==> src/rtl/vcmd_tx.sv <==
// vcmd_tx: serialises pixel writes and buffer swaps into the VGA command byte stream.
// Optional X/Y position cache enabled by defining VCMD_TX_POS_CACHE_EN.
module vcmd_tx #(
    parameter int LINE_PIXELS = 160,
    parameter int HALF_PERIOD = 2
) (
    input  logic        i_clk,
    input  logic        i_reset,
    input  logic        i_pix_valid,
    output logic        o_pix_ready,
    input  logic [11:0] i_pix_x,
    input  logic [11:0] i_pix_y,
    input  logic [23:0] i_pix_data,
    input  logic        i_swap_valid,
    output logic        o_swap_ready,
    output logic [7:0]  o_cmd_out,
    output logic        o_cmd_strobe,
    output logic        o_idle
);

    localparam int CW = (2 * HALF_PERIOD > 1) ? $clog2(2 * HALF_PERIOD) : 1;
    localparam logic [CW-1:0] CNT_MID  = CW'(HALF_PERIOD - 1);
    localparam logic [CW-1:0] CNT_LAST = CW'(2 * HALF_PERIOD - 1);

    if (HALF_PERIOD < 1) begin : g_bad_half_period
        $error("vcmd_tx: HALF_PERIOD must be >= 1");
    end
    if (LINE_PIXELS < 1 || LINE_PIXELS > 4096) begin : g_bad_line_pixels
        $error("vcmd_tx: LINE_PIXELS must be in 1..4096");
    end

    typedef enum logic [3:0] {
        S_IDLE  = 4'd0,
        S_SETXH = 4'd1,
        S_SETXL = 4'd2,
        S_SETYH = 4'd3,
        S_SETYL = 4'd4,
        S_WRCMD = 4'd5,
        S_WRB0  = 4'd6,
        S_WRB1  = 4'd7,
        S_WRB2  = 4'd8,
        S_SWAP  = 4'd9
    } state_t;

    state_t        r_state;
    state_t        w_state_nxt;
    logic [CW-1:0] r_cnt;
    logic [7:0]    r_cmd;
    logic          r_strobe;
    logic [11:0]   r_x;
    logic [11:0]   r_y;
    logic [23:0]   r_data;
    logic          r_need_y;
    logic          w_need_x;
    logic          w_need_y;
    logic          w_slot_end;
    logic [11:0]   w_x_sel;
    logic [11:0]   w_y_sel;
    logic [23:0]   w_data_sel;
    logic [7:0]    w_byte_nxt;

    function automatic logic [7:0] f_slot_byte(input state_t s, input logic [11:0] x,
                                               input logic [11:0] y, input logic [23:0] d);
        case (s)
            S_SETXH: f_slot_byte = {4'h2, x[11:8]};
            S_SETXL: f_slot_byte = x[7:0];
            S_SETYH: f_slot_byte = {4'h3, y[11:8]};
            S_SETYL: f_slot_byte = y[7:0];
            S_WRCMD: f_slot_byte = 8'h41;
            S_WRB0:  f_slot_byte = d[7:0];
            S_WRB1:  f_slot_byte = d[15:8];
            S_WRB2:  f_slot_byte = d[23:16];
            S_SWAP:  f_slot_byte = 8'h01;
            default: f_slot_byte = 8'h00;
        endcase
    endfunction

`ifdef VCMD_TX_POS_CACHE_EN
    logic [11:0] r_cur_x;
    logic [11:0] r_cur_y;
    logic        r_cache_valid;

    // Position the decoder will use for the next Write1P, learned from completed pixels.
    always_ff @(posedge i_clk) begin
        if (i_reset) begin
            r_cur_x       <= 12'd0;
            r_cur_y       <= 12'd0;
            r_cache_valid <= 1'b0;
        end else if (r_state == S_WRB2 && w_slot_end) begin
            r_cur_x       <= r_x + 12'd1;
            r_cur_y       <= r_y;
            r_cache_valid <= ((r_x + 12'd1) != 12'(LINE_PIXELS));
        end else begin
            r_cur_x       <= r_cur_x;
            r_cur_y       <= r_cur_y;
            r_cache_valid <= r_cache_valid;
        end
    end

    assign w_need_x = !(r_cache_valid && (i_pix_x == r_cur_x));
    assign w_need_y = !(r_cache_valid && (i_pix_y == r_cur_y));
`else
    assign w_need_x = 1'b1;
    assign w_need_y = 1'b1;
`endif

    // Next-state and next-byte selection; in IDLE the live inputs feed the first byte.
    always_comb begin
        w_slot_end  = (r_cnt == CNT_LAST);
        w_state_nxt = r_state;
        w_x_sel     = r_x;
        w_y_sel     = r_y;
        w_data_sel  = r_data;
        if (r_state == S_IDLE) begin
            w_x_sel    = i_pix_x;
            w_y_sel    = i_pix_y;
            w_data_sel = i_pix_data;
        end else begin
            w_x_sel    = r_x;
        end
        case (r_state)
            S_IDLE: begin
                if (i_pix_valid) begin
                    w_state_nxt = w_need_x ? S_SETXH : (w_need_y ? S_SETYH : S_WRCMD);
                end else if (i_swap_valid) begin
                    w_state_nxt = S_SWAP;
                end else begin
                    w_state_nxt = S_IDLE;
                end
            end
            S_SETXH: w_state_nxt = w_slot_end ? S_SETXL : r_state;
            S_SETXL: w_state_nxt = w_slot_end ? (r_need_y ? S_SETYH : S_WRCMD) : r_state;
            S_SETYH: w_state_nxt = w_slot_end ? S_SETYL : r_state;
            S_SETYL: w_state_nxt = w_slot_end ? S_WRCMD : r_state;
            S_WRCMD: w_state_nxt = w_slot_end ? S_WRB0 : r_state;
            S_WRB0:  w_state_nxt = w_slot_end ? S_WRB1 : r_state;
            S_WRB1:  w_state_nxt = w_slot_end ? S_WRB2 : r_state;
            S_WRB2:  w_state_nxt = w_slot_end ? S_IDLE : r_state;
            S_SWAP:  w_state_nxt = w_slot_end ? S_IDLE : r_state;
            default: w_state_nxt = S_IDLE;
        endcase
        w_byte_nxt = f_slot_byte(w_state_nxt, w_x_sel, w_y_sel, w_data_sel);
    end

    // State, slot timing and captured request registers.
    always_ff @(posedge i_clk) begin
        if (i_reset) begin
            r_state  <= S_IDLE;
            r_cnt    <= '0;
            r_cmd    <= 8'h00;
            r_strobe <= 1'b0;
            r_x      <= 12'd0;
            r_y      <= 12'd0;
            r_data   <= 24'd0;
            r_need_y <= 1'b1;
        end else begin
            r_state <= w_state_nxt;
            if (r_state == S_IDLE) begin
                r_cnt    <= '0;
                r_strobe <= 1'b0;
                if (w_state_nxt != S_IDLE) begin
                    r_cmd    <= w_byte_nxt;
                    r_x      <= i_pix_x;
                    r_y      <= i_pix_y;
                    r_data   <= i_pix_data;
                    r_need_y <= w_need_y;
                end
            end else if (w_slot_end) begin
                r_cnt    <= '0;
                r_strobe <= 1'b0;
                if (w_state_nxt != S_IDLE) begin
                    r_cmd <= w_byte_nxt;
                end
            end else begin
                r_cnt <= r_cnt + CW'(1);
                if (r_cnt == CNT_MID) begin
                    r_strobe <= 1'b1;
                end
            end
        end
    end

    // Reset forces the pins quiet immediately, even mid-byte.
    assign o_pix_ready  = (r_state == S_IDLE) && !i_reset;
    assign o_swap_ready = (r_state == S_IDLE) && !i_reset;
    assign o_idle       = (r_state == S_IDLE) || i_reset;
    assign o_cmd_out    = i_reset ? 8'h00 : r_cmd;
    assign o_cmd_strobe = r_strobe && !i_reset;

endmodule

==> config.mk <==
export PLATFORM = sky130hd
export DESIGN_NAME = vcmd_tx
export DESIGN_NICKNAME = d
export VERILOG_FILES = /design/src/rtl/vcmd_tx.sv
export SDC_FILE = /design/constraint.sdc
export NUM_CORES = 1
export LEC_CHECK = 0
export BUFFER_PORTS_ARGS = -buffer_cell sky130_fd_sc_hd__buf_2
export CAP_MARGIN = 20
export CORE_MARGIN = 2
export CORE_UTILIZATION = 58
export CTS_CLUSTER_SIZE = 14
export DETAILED_ROUTE_END_ITERATION = 6
export PLACE_DENSITY = 0.88
export SETUP_SLACK_MARGIN = 0.02
export SLEW_MARGIN = 25
export SYNTH_ARGS = -nofsm -noshare
export SYNTH_HDL_FRONTEND = slang
export SYNTH_SLANG_ARGS = --single-unit
==> constraint.sdc <==
create_clock -name i_clk -period 5.3 [get_ports i_clk]
set_input_delay 1.325 -clock i_clk [delete_from_list [all_inputs] [get_ports i_clk]]
set_output_delay 1.325 -clock i_clk [all_outputs]
set_load 0.005 [all_outputs]
==> flow_summary_export.csv, run 1 <==
group,metric,value,unit
placement,dp_worst_setup_slack,2.12,ns
sta,fin_crit,3.37,ns
routing,initialDrtViolationCount,457,
final_layout,layout-drive-gt1-share,18.4,%
routing,vias,3360,
routing,finalWirelength,8730,µm
sta,finalHoldViolCount,0,
routing,detail_route.first_pass.iterations,5,
routing,ant_nets,0,
final_layout,fillers,485,
floorplan,placementRows,27,
setup_path,regToRegSetupSlack,2.21,ns
setup_path,cp.arrival,2.04,ns
power,p_sw_share,32.8,%
power,p_int,802,µW
sta,worst_hold_slack,0.449,ns
floorplan,die-area,6370,µm²
cts,post_cts_buffers,0,
power,pwr-share-seq,46.2,%
routing,post_drt_wl_per_cell,15.5,µm
global_routing,grt_overflow_total,0,
placement,io_buffers,63,
sta,worst_slew_pin_slew,0.897,ns
sta,min_period_over_period,63.6,%
placement,place.gp.congestion,0.856,
power,pwr-share-comb,24.3,%
synth,yosysTopAreaCellShare,37.8,%
cts,cts_buffers,9,
cts,clock-sinks,63,
global_routing,track_usage,28.8,%
floorplan,die_x,79.8,µm
cts,postCtsHoldBufs,0,
sta,maxSlewViolCount,0,
power,pwr_density_cell,316,nW/µm²
sta,worst_slack,1.93,ns
setup_path,path_max_fanout,27,
sta,max_freq,297,MHz
synth,yosys_register_bits,63,
power,p_switching,391,µW
power,p_leak,1.53,nW
power,finalPower,1.19,mW
floorplan,ioPinCount,64,
power,peakVddDrop,0.263,mV
cts,htree_levels,3,
final_layout,layout.cells.non_filler,563,
synth,synth-edff-count,0,
synth,synthesis.instances,442,
synth,syn_nets,496,
synth,netlist_area,3340,µm²
synth,syn_area_per_cell,7.55,µm²
synth,yosys-top-cells-area,"dfxtp_1 38%, nand2_1 13%, a21oi_1 8.7%",
setup_path,startpoint_type,"flop",
synth,yosysWarnings,0,
sta,setup_viol,0,
sta,relSlewSlack,40.1,%
global_routing,grt_pass1_wl,14200,µm
floorplan,die_h,79.8,µm
setup_path,crit_type,"reg2out",
floorplan,start_util,60.2,%
synth,ys_seq_area_share,37.8,%
routing,drc,0,
global_routing,antenna_found_initial,1,
global_routing,grt_start_max_net_pins,61,
cts,clkTransAtPathRegs,0.06,ns
final_layout,final_nets,539,
synth,ys_async_sr_fraction,0,%
cts,cts-root-buf,"clkbuf_8",
cts,cts_tree,"built",
sta,rsz0062_at_grt,"false",
floorplan,fp.coreArea,5540,µm²
synth,yosysTopAreaCell,"dfxtp_1",
cts,worstSkewPairLatency,0.34,ns
min_path,hold_path_class,"reg2reg",
sta,finalClockSkew,0.00625,ns
setup_path,endpoint_kind,"output pin",
setup_path,critPathRequiredTime,3.97,ns
placement,post-dp-hpwl,5870,µm
placement,place_inst,546,
synth,synth_cell_types,50,
final_layout,area_growth,13.4,%
routing,viasPerCell,5.97,
synth,ys.flop_type,"dfxtp_1",
flow_run,drv_cap,0,
cts,clock_path_buffers,2,
sta,final.setup.tns,0,ns
cts,postCtsResizedCells,0,
global_routing,grt_pass1_vias,2971,
outcome,status,"completed",
power,power_frac_clock,29.5,%
## cell type report
class	instances	area, µm²	area share, %
multi-input combinational	333	1880	49.8
sequential	63	1260	33.3
timing repair buffer	67	345	9.13
clock buffer	12	135	3.57
tap	72	90.1	2.38
inverter	11	41.3	1.09
clock inverter	4	22.5	0.595
antenna	1	2.50	0.0662
## path summary, 6_finish.rpt
| path | startpoint | endpoint | cells after the start |
|---|---|---|---|
| hold reg to reg | r_data[11]$_SDFFE_PP0P_ | r_data[11]$_SDFFE_PP0P_ | 2 |
| setup reg to reg | r_state[1]$_SDFF_PP0_ | r_cmd[7]$_SDFFE_PP0P_ | 5 |
| setup / recovery | r_state[1]$_SDFF_PP0_ | o_idle | 3 |
| hold / removal | r_data[11]$_SDFFE_PP0P_ | r_data[11]$_SDFFE_PP0P_ | 2 |
## cells by family (layout without fill, tap and decap cells)
kind of cell | count (synthesis) | count (layout) | share of synthesized area, %
xor+xnor | 1 | 1 | 0.263
compound gates | 118 | 118 | 22.7
other cells | 0 | 1 | 0
fa+ha+maj | 2 | 2 | 0.750
buf+inv | 46 | 94 | 6.00
simple gates | 193 | 193 | 26.8
mux | 19 | 19 | 5.70
flops | 63 | 63 | 37.8
## power by group through the flow
stage	Sequential [mW]	Combinational, mW	Clock, mW
after floorplan	0.548	0.219	0
after global placement	0.559	0.276	0
after detailed placement	0.561	0.284	0
after CTS	0.551	0.287	0.351
after global routing	0.556	0.321	0.372
final	0.552	0.290	0.352
## cells in the mapped netlist (all sizes together) (2+ instances only)
| cell type | count |
|---|---|
| nand2 | 116 |
| dfxtp | 63 |
| a21oi | 59 |
| nor2 | 26 |
| clkbuf | 21 |
| mux2i | 19 |
| o21ai | 15 |
| buf | 14 |
| inv | 11 |
| nor3 | 11 |
| o211ai | 9 |
| a221oi | 8 |
| nand2b | 7 |
| nor4bb | 6 |
| nand3 | 5 |
| nor2b | 5 |
| o22ai | 5 |
| a2111oi | 4 |
| nor4 | 4 |
| a21o | 3 |
| a32oi | 3 |
| a211oi | 2 |
| ha | 2 |
| nand4b | 2 |
| nor3b | 2 |
| o31ai | 2 |
| or2 | 2 |
## layer usage
metal,up-vias,global-route usage (%),share of wire (%)
met5,-,0,0
met1,1526,38.2,42
met2,183,44.1,46
met4,0,11.5,2.4
met3,23,8.37,9.8
li1,1628,-,-
## registers in the layout, summed over array words and instances, names as in the netlist
signal    flops
r_data       24
r_y          12
r_cmd         8
r_state       4
r_x          12
r_strobe      1
r_cnt         2
## metrics by stage
step	util (%)	cell area [µm²]
CTS	68.2	3780
detailed placement	65.4	3620
finish	68.3	3780
floorplan	-	3340
global placement	65.4	3620
global route	68.2	3780
## cell usage in the layout (no fill, tap or decap), types with 3 or more instances in the layout
cell type / instances
o21ai_0: 12
clkbuf_1: 3
nor2b_1: 5
buf_4: 4
mux2i_1: 19
a221oi_1: 8
o211ai_1: 8
a21o_1: 3
a2111oi_0: 4
nor4_1: 3
a21oi_1: 58
clkbuf_8: 9
nor3_1: 11
nor4bb_1: 6
a32oi_1: 3
nand2b_1: 7
nand2_1: 116
nor2_1: 25
o22ai_1: 5
nand3_1: 5
buf_2: 63
dfxtp_1: 63
inv_1: 11
clkinv_2: 3
## worst max-delay path, cell delays in order, from the launching register on
cell	delay (ns)
dfxtp_1	0.57
or4_4	0.80
nand2b_1	0.19
buf_2	0.14
Note: power is estimated with default switching activity, not from simulation.
==> run 2: changes to the inputs <==
Settings changed: CORE_UTILIZATION 58 to 50, PLACE_DENSITY 0.88 to 0.81.
Clock period 5.3 ns to 2.9 ns, I/O delays scaled along.
==> flow_summary_export.csv, run 2 (synthesis gave the netlist of run 1 again) <==
group,metric,value,unit
placement,post-dp-hpwl,6360,µm
cts,cts_tree,"built",
sta,finalHoldViolCount,0,
final_layout,max_flop_register,"r_data",
routing,finalWirelength,8950,µm
sta,finalClockSkew,0.0107,ns
power,p_leak,1.57,nW
floorplan,die_h,85.7,µm
setup_path,startpoint_type,"flop",
final_layout,largest_register_ffs,24,
setup_path,path_max_fanout,26,
flow_run,drv_cap,0,
final_layout,diodes,0,
routing,initialDrtViolationCount,367,
floorplan,placementRows,29,
sta,final.setup.tns,0,ns
setup_path,crit_path_cell_trace,"or4_4 -> nand2b_1 -> buf_2",
cts,cts_buffers,9,
placement,dp_worst_setup_slack,0.360,ns
routing,detail_route.first_pass.iterations,4,
floorplan,start_util,52.2,%
placement,io_buffers,63,
final_layout,final_nets,544,
global_routing,grt_start_max_net_pins,45,
final_layout,mostFrequentLayoutCells,"116 x nand2_1, 63 x buf_2, 62 x dfxtp_1",
cts,worstSkewPairLatency,0.34,ns
sta,worst_slew_pin_slew,0.820,ns
sta,worst_slack,0.187,ns
final_layout,final_common_cell,"nand2_1",
sta,rsz0062_at_grt,"false",
final_layout,largestRegisters,"r_data x24, r_x x12, r_y x12",
global_routing,grt_pass1_vias,2978,
setup_path,endpoint_kind,"output pin",
global_routing,grt_overflow_total,0,
routing,post_drt_wl_per_cell,15.6,µm
sta,setup_viol,0,
final_layout,fillers,595,
routing,drc,0,
routing,vias,3342,
routing,viasPerCell,5.84,
cts,clock_path_buffers,2,
floorplan,ioPinCount,64,
routing,ant_nets,0,
outcome,status,"completed",
floorplan,fp.coreArea,6390,µm²
sta,min_period_over_period,93.6,%
global_routing,grt_pass1_wl,14300,µm
sta,maxSlewViolCount,0,
cts,htree_levels,3,
floorplan,die_x,85.7,µm
power,pwr_density_cell,592,nW/µm²
setup_path,crit_slowest_cell,"or4_4",
cts,clock-sinks,63,
sta,worst_hold_slack,0.453,ns
power,peakVddDrop,0.348,mV
cts,clkTransAtPathRegs,0.06,ns
sta,max_freq,369,MHz
placement,place.gp.congestion,0.880,
cts,cts-root-buf,"clkbuf_8",
setup_path,cp.arrival,1.99,ns
floorplan,die-area,7340,µm²
min_path,hold_path_class,"reg2reg",
cts,post_cts_buffers,0,
sta,fin_crit,2.71,ns
global_routing,track_usage,25.0,%
final_layout,area_growth,16.1,%
setup_path,crit_type,"reg2out",
sta,relSlewSlack,45.3,%
setup_path,max_stage_delay,0.76,ns
global_routing,antenna_found_initial,0,
setup_path,critPathRequiredTime,2.17,ns
final_layout,layout-drive-gt1-share,19.6,%
-- run 2: cell count changes in the layout (fill, tap and decap cells not counted), sizes merged --
cell    previous run  this run
clkbuf            12        13
diode              1         0
bufinv             0         1
clkinv             3         1
buf               67        72
-- run 2: layer usage --
| metal | routed length (µm) | track usage (%) |
|---|---|---|
| met1 | 3950 | 33.7 |
| met2 | 4180 | 39.1 |
| met3 | 580 | 6.64 |
| met4 | 233 | 7.94 |
| met5 | 0 | 0 |
-- run 2: critical path: cells and delay by family (launching register included) --
family / cells / cell delay (ns)
and+or+nand+nor: 2 / 0.95
DFF: 1 / 0.57
buffers and inverters: 1 / 0.13
-- run 2: final cells by class --
cell class                      count  area (µm²)  area share (%)
Clock buffer                       13         149            3.84
Tap cell                           77        96.3            2.49
Clock inverter                      3        42.5            1.10
Timing Repair Buffer               72         395            10.2
Multi-Input combinational cell    333        1890            48.7
Sequential cell                    63        1260            32.6
Inverter                           11        41.3            1.07
-- run 2: path summary, 6_finish.rpt --
check,slack [ns],depth (start not counted),from,to
max,0.19,3,r_state[2]$_SDFF_PP0_,o_idle
min,0.45,2,r_data[20]$_SDFFE_PP0P_,r_data[20]$_SDFFE_PP0P_
max reg2reg,0.30,5,r_state[3]$_SDFF_PP0_,r_cmd[0]$_SDFFE_PP0P_
min reg2reg,0.45,2,r_data[20]$_SDFFE_PP0P_,r_data[20]$_SDFFE_PP0P_
-- run 2: report_power, final --
group	switching, mW	leakage (nW)	internal, mW
Sequential	0.0530	0.519	0.954
Combinational	0.322	0.955	0.219
Clock	0.325	0.0936	0.420
Total	0.700	1.57	1.59
-- run 2: through the flow --
stage	total power, mW	area (µm²)	instances	util (%)
floorplan	1.40	3340	442	-
global placement	1.55	3680	556	57.6
detailed placement	1.56	3680	556	57.6
CTS	2.30	3870	572	60.6
global route	2.41	3870	572	60.7
finish	2.29	3870	572	60.7
-- run 2: repair_timing --
| item | CTS | global route |
|---|---|---|
| endpoints found under the hold margin | 0 | 0 |
| endpoints found under the setup margin | 0 | 2 |
| resized for setup | 0 | 2 |
| hold buffers | 0 | 0 |
==> run 3: changes to the inputs <==
Settings changed: CELL_PAD_IN_SITES_DETAIL_PLACEMENT from default to 1, CELL_PAD_IN_SITES_GLOBAL_PLACEMENT from default to 1, CORE_UTILIZATION 50 to 36.
==> flow_summary_export.csv, run 3 (synthesis gave the netlist of run 1 again) <==
group,metric,value,unit
global_routing,track_usage,21.4,%
cts,cts_buffers,9,
power,pwr_density_cell,608,nW/µm²
cts,worstSkewPairLatency,0.36,ns
min_path,hold_start,"r_y[8]$_SDFFE_PP0P_",
floorplan,fp.coreArea,9110,µm²
routing,viasPerCell,5.50,
routing,initialDrtViolationCount,159,
placement,io_buffers,63,
sta,final.setup.tns,0,ns
cts,cts-root-buf,"clkbuf_8",
cts,post_cts_buffers,0,
routing,post_drt_wl_per_cell,17.4,µm
final_layout,mostFrequentLayoutCells,"116 x nand2_1, 63 x buf_2, 63 x dfxtp_1",
flow_run,drv_cap,0,
global_routing,grt_pass1_vias,3382,
sta,max_freq,379,MHz
floorplan,placementRows,35,
final_layout,diodes,0,
floorplan,die-area,10100,µm²
final_layout,seq_area,1260,µm²
sta,min_period_over_period,91.1,%
cts,postCtsResizedCells,0,
outcome,status,"completed",
routing,ant_nets,0,
setup_path,endpoint_kind,"output pin",
min_path,hold_end,"r_y[8]$_SDFFE_PP0P_",
min_path,hold_depth,2,
final_layout,fin_area,3990,µm²
min_path,hold_path_class,"reg2reg",
global_routing,antenna_found_initial,0,
cts,postCtsHoldBufs,0,
setup_path,path_max_fanout,17,
final_layout,layout-drive-gt1-share,20.0,%
final_layout,largest_register_ffs,24,
final_layout,final_util,43.8,%
floorplan,start_util,36.6,%
setup_path,regToRegSetupSlack,0.31,ns
sta,worst_slack,0.260,ns
final_layout,final_nets,548,
sta,relSlewSlack,57.8,%
placement,post-dp-hpwl,7720,µm
setup_path,startpoint_type,"flop",
final_layout,multi_input_area,1890,µm²
floorplan,die_h,100,µm
routing,drc,0,
global_routing,grt_pass1_wl,17000,µm
final_layout,largestRegisters,"r_data x24, r_x x12, r_y x12",
global_routing,grt_overflow_total,0,
routing,finalWirelength,10600,µm
routing,vias,3353,
final_layout,area_growth,19.5,%
sta,setup_viol,0,
sta,finalClockSkew,0.0125,ns
floorplan,die_x,100,µm
cts,htree_levels,3,
cts,cts_tree,"built",
sta,worst_slew_pin_slew,0.628,ns
placement,place_area,3770,µm²
power,p_leak,1.61,nW
setup_path,cp.arrival,1.92,ns
setup_path,r2r-end,"r_cmd[0]$_SDFFE_PP0P_",
cts,clock_path_buffers,2,
placement,place.gp.congestion,0.943,
sta,finalHoldViolCount,0,
cts,clkTransAtPathRegs,0.07,ns
setup_path,crit_type,"reg2out",
final_layout,final_common_cell,"nand2_1",
final_layout,fillers,1162,
routing,detail_route.first_pass.iterations,4,
floorplan,ioPinCount,64,
setup_path,ff2ff_path_depth,6,
global_routing,grt_start_max_net_pins,45,
cts,clock-sinks,63,
sta,maxSlewViolCount,0,
sta,fin_crit,2.64,ns
power,peakVddDrop,0.232,mV
sta,rsz0062_at_grt,"false",
setup_path,worstReg2RegStart,"r_cnt[0]$_SDFF_PP0_",
setup_path,critPathRequiredTime,2.17,ns
placement,dp_worst_setup_slack,0.381,ns
final_layout,max_flop_register,"r_data",
run 3: cell count changes in the layout (fill, tap and decap cells not counted), sizes merged:
| cell | delta |
|---|---|
| clkinv | +2 |
| clkinvlp | -1 |
| bufinv | +1 |
| clkbuf | -2 |
| buf | +4 |
run 3: how the worst max path moves through the flow:
stage | to | depth (start not counted) | startpoint | slack, ns
floorplan | o_swap_ready | 6 | r_state[0]$_SDFF_PP0_ | 0.64
global placement | r_cmd[0]$_SDFFE_PP0P_ | 6 | r_cnt[0]$_SDFF_PP0_ | 0.38
detailed placement | r_cmd[0]$_SDFFE_PP0P_ | 6 | r_cnt[0]$_SDFF_PP0_ | 0.38
CTS | o_idle | 3 | r_state[1]$_SDFF_PP0_ | 0.26
global route | r_cmd[0]$_SDFFE_PP0P_ | 6 | r_cnt[0]$_SDFF_PP0_ | 0.13
finish | o_idle | 3 | r_state[1]$_SDFF_PP0_ | 0.26
run 3: routing by layer:
layer  up-vias  routed length [µm]  global-route usage (%)
met5         -                   0                       0
met4         0                 293                    9.80
met3        25                 319                    3.20
met2        64                5180                    35.1
met1      1616                4840                    27.9
li1       1648                   -                       -
run 3: power breakdown:
group | switching, mW | leakage, nW | total [mW] | internal [mW]
clock network | 0.358 | 0.107 | 0.844 | 0.486
registers | 0.0504 | 0.518 | 1.00 | 0.953
logic | 0.350 | 0.985 | 0.577 | 0.227
total | 0.759 | 1.61 | 2.42 | 1.67
run 3: stage by stage:
| step | power, mW | instances | hold WS (ns) |
|---|---|---|---|
| global route | 2.54 | 610 | 0.482 |
| floorplan | 1.40 | 442 | 0.431 |
| detailed placement | 1.60 | 594 | 0.450 |
| global placement | 1.58 | 594 | 0.441 |
| finish | 2.42 | 610 | 0.458 |
| CTS | 2.44 | 610 | 0.459 |
run 3: area by class of cell:
cell class	count	share of cell area (%)
Inverter	11	1.04
Clock inverter	5	2.07
Timing Repair Buffer	76	11.0
Sequential cell	63	31.6
Multi-Input combinational cell	333	47.5
Clock buffer	11	3.30
Tap cell	111	3.49
run 3: worst max-delay path, stage by stage, from the launching register on:
cell and delay [ns]:
dfxtp_1 0.47, or4_4 0.76, nand2b_1 0.20, buf_2 0.14
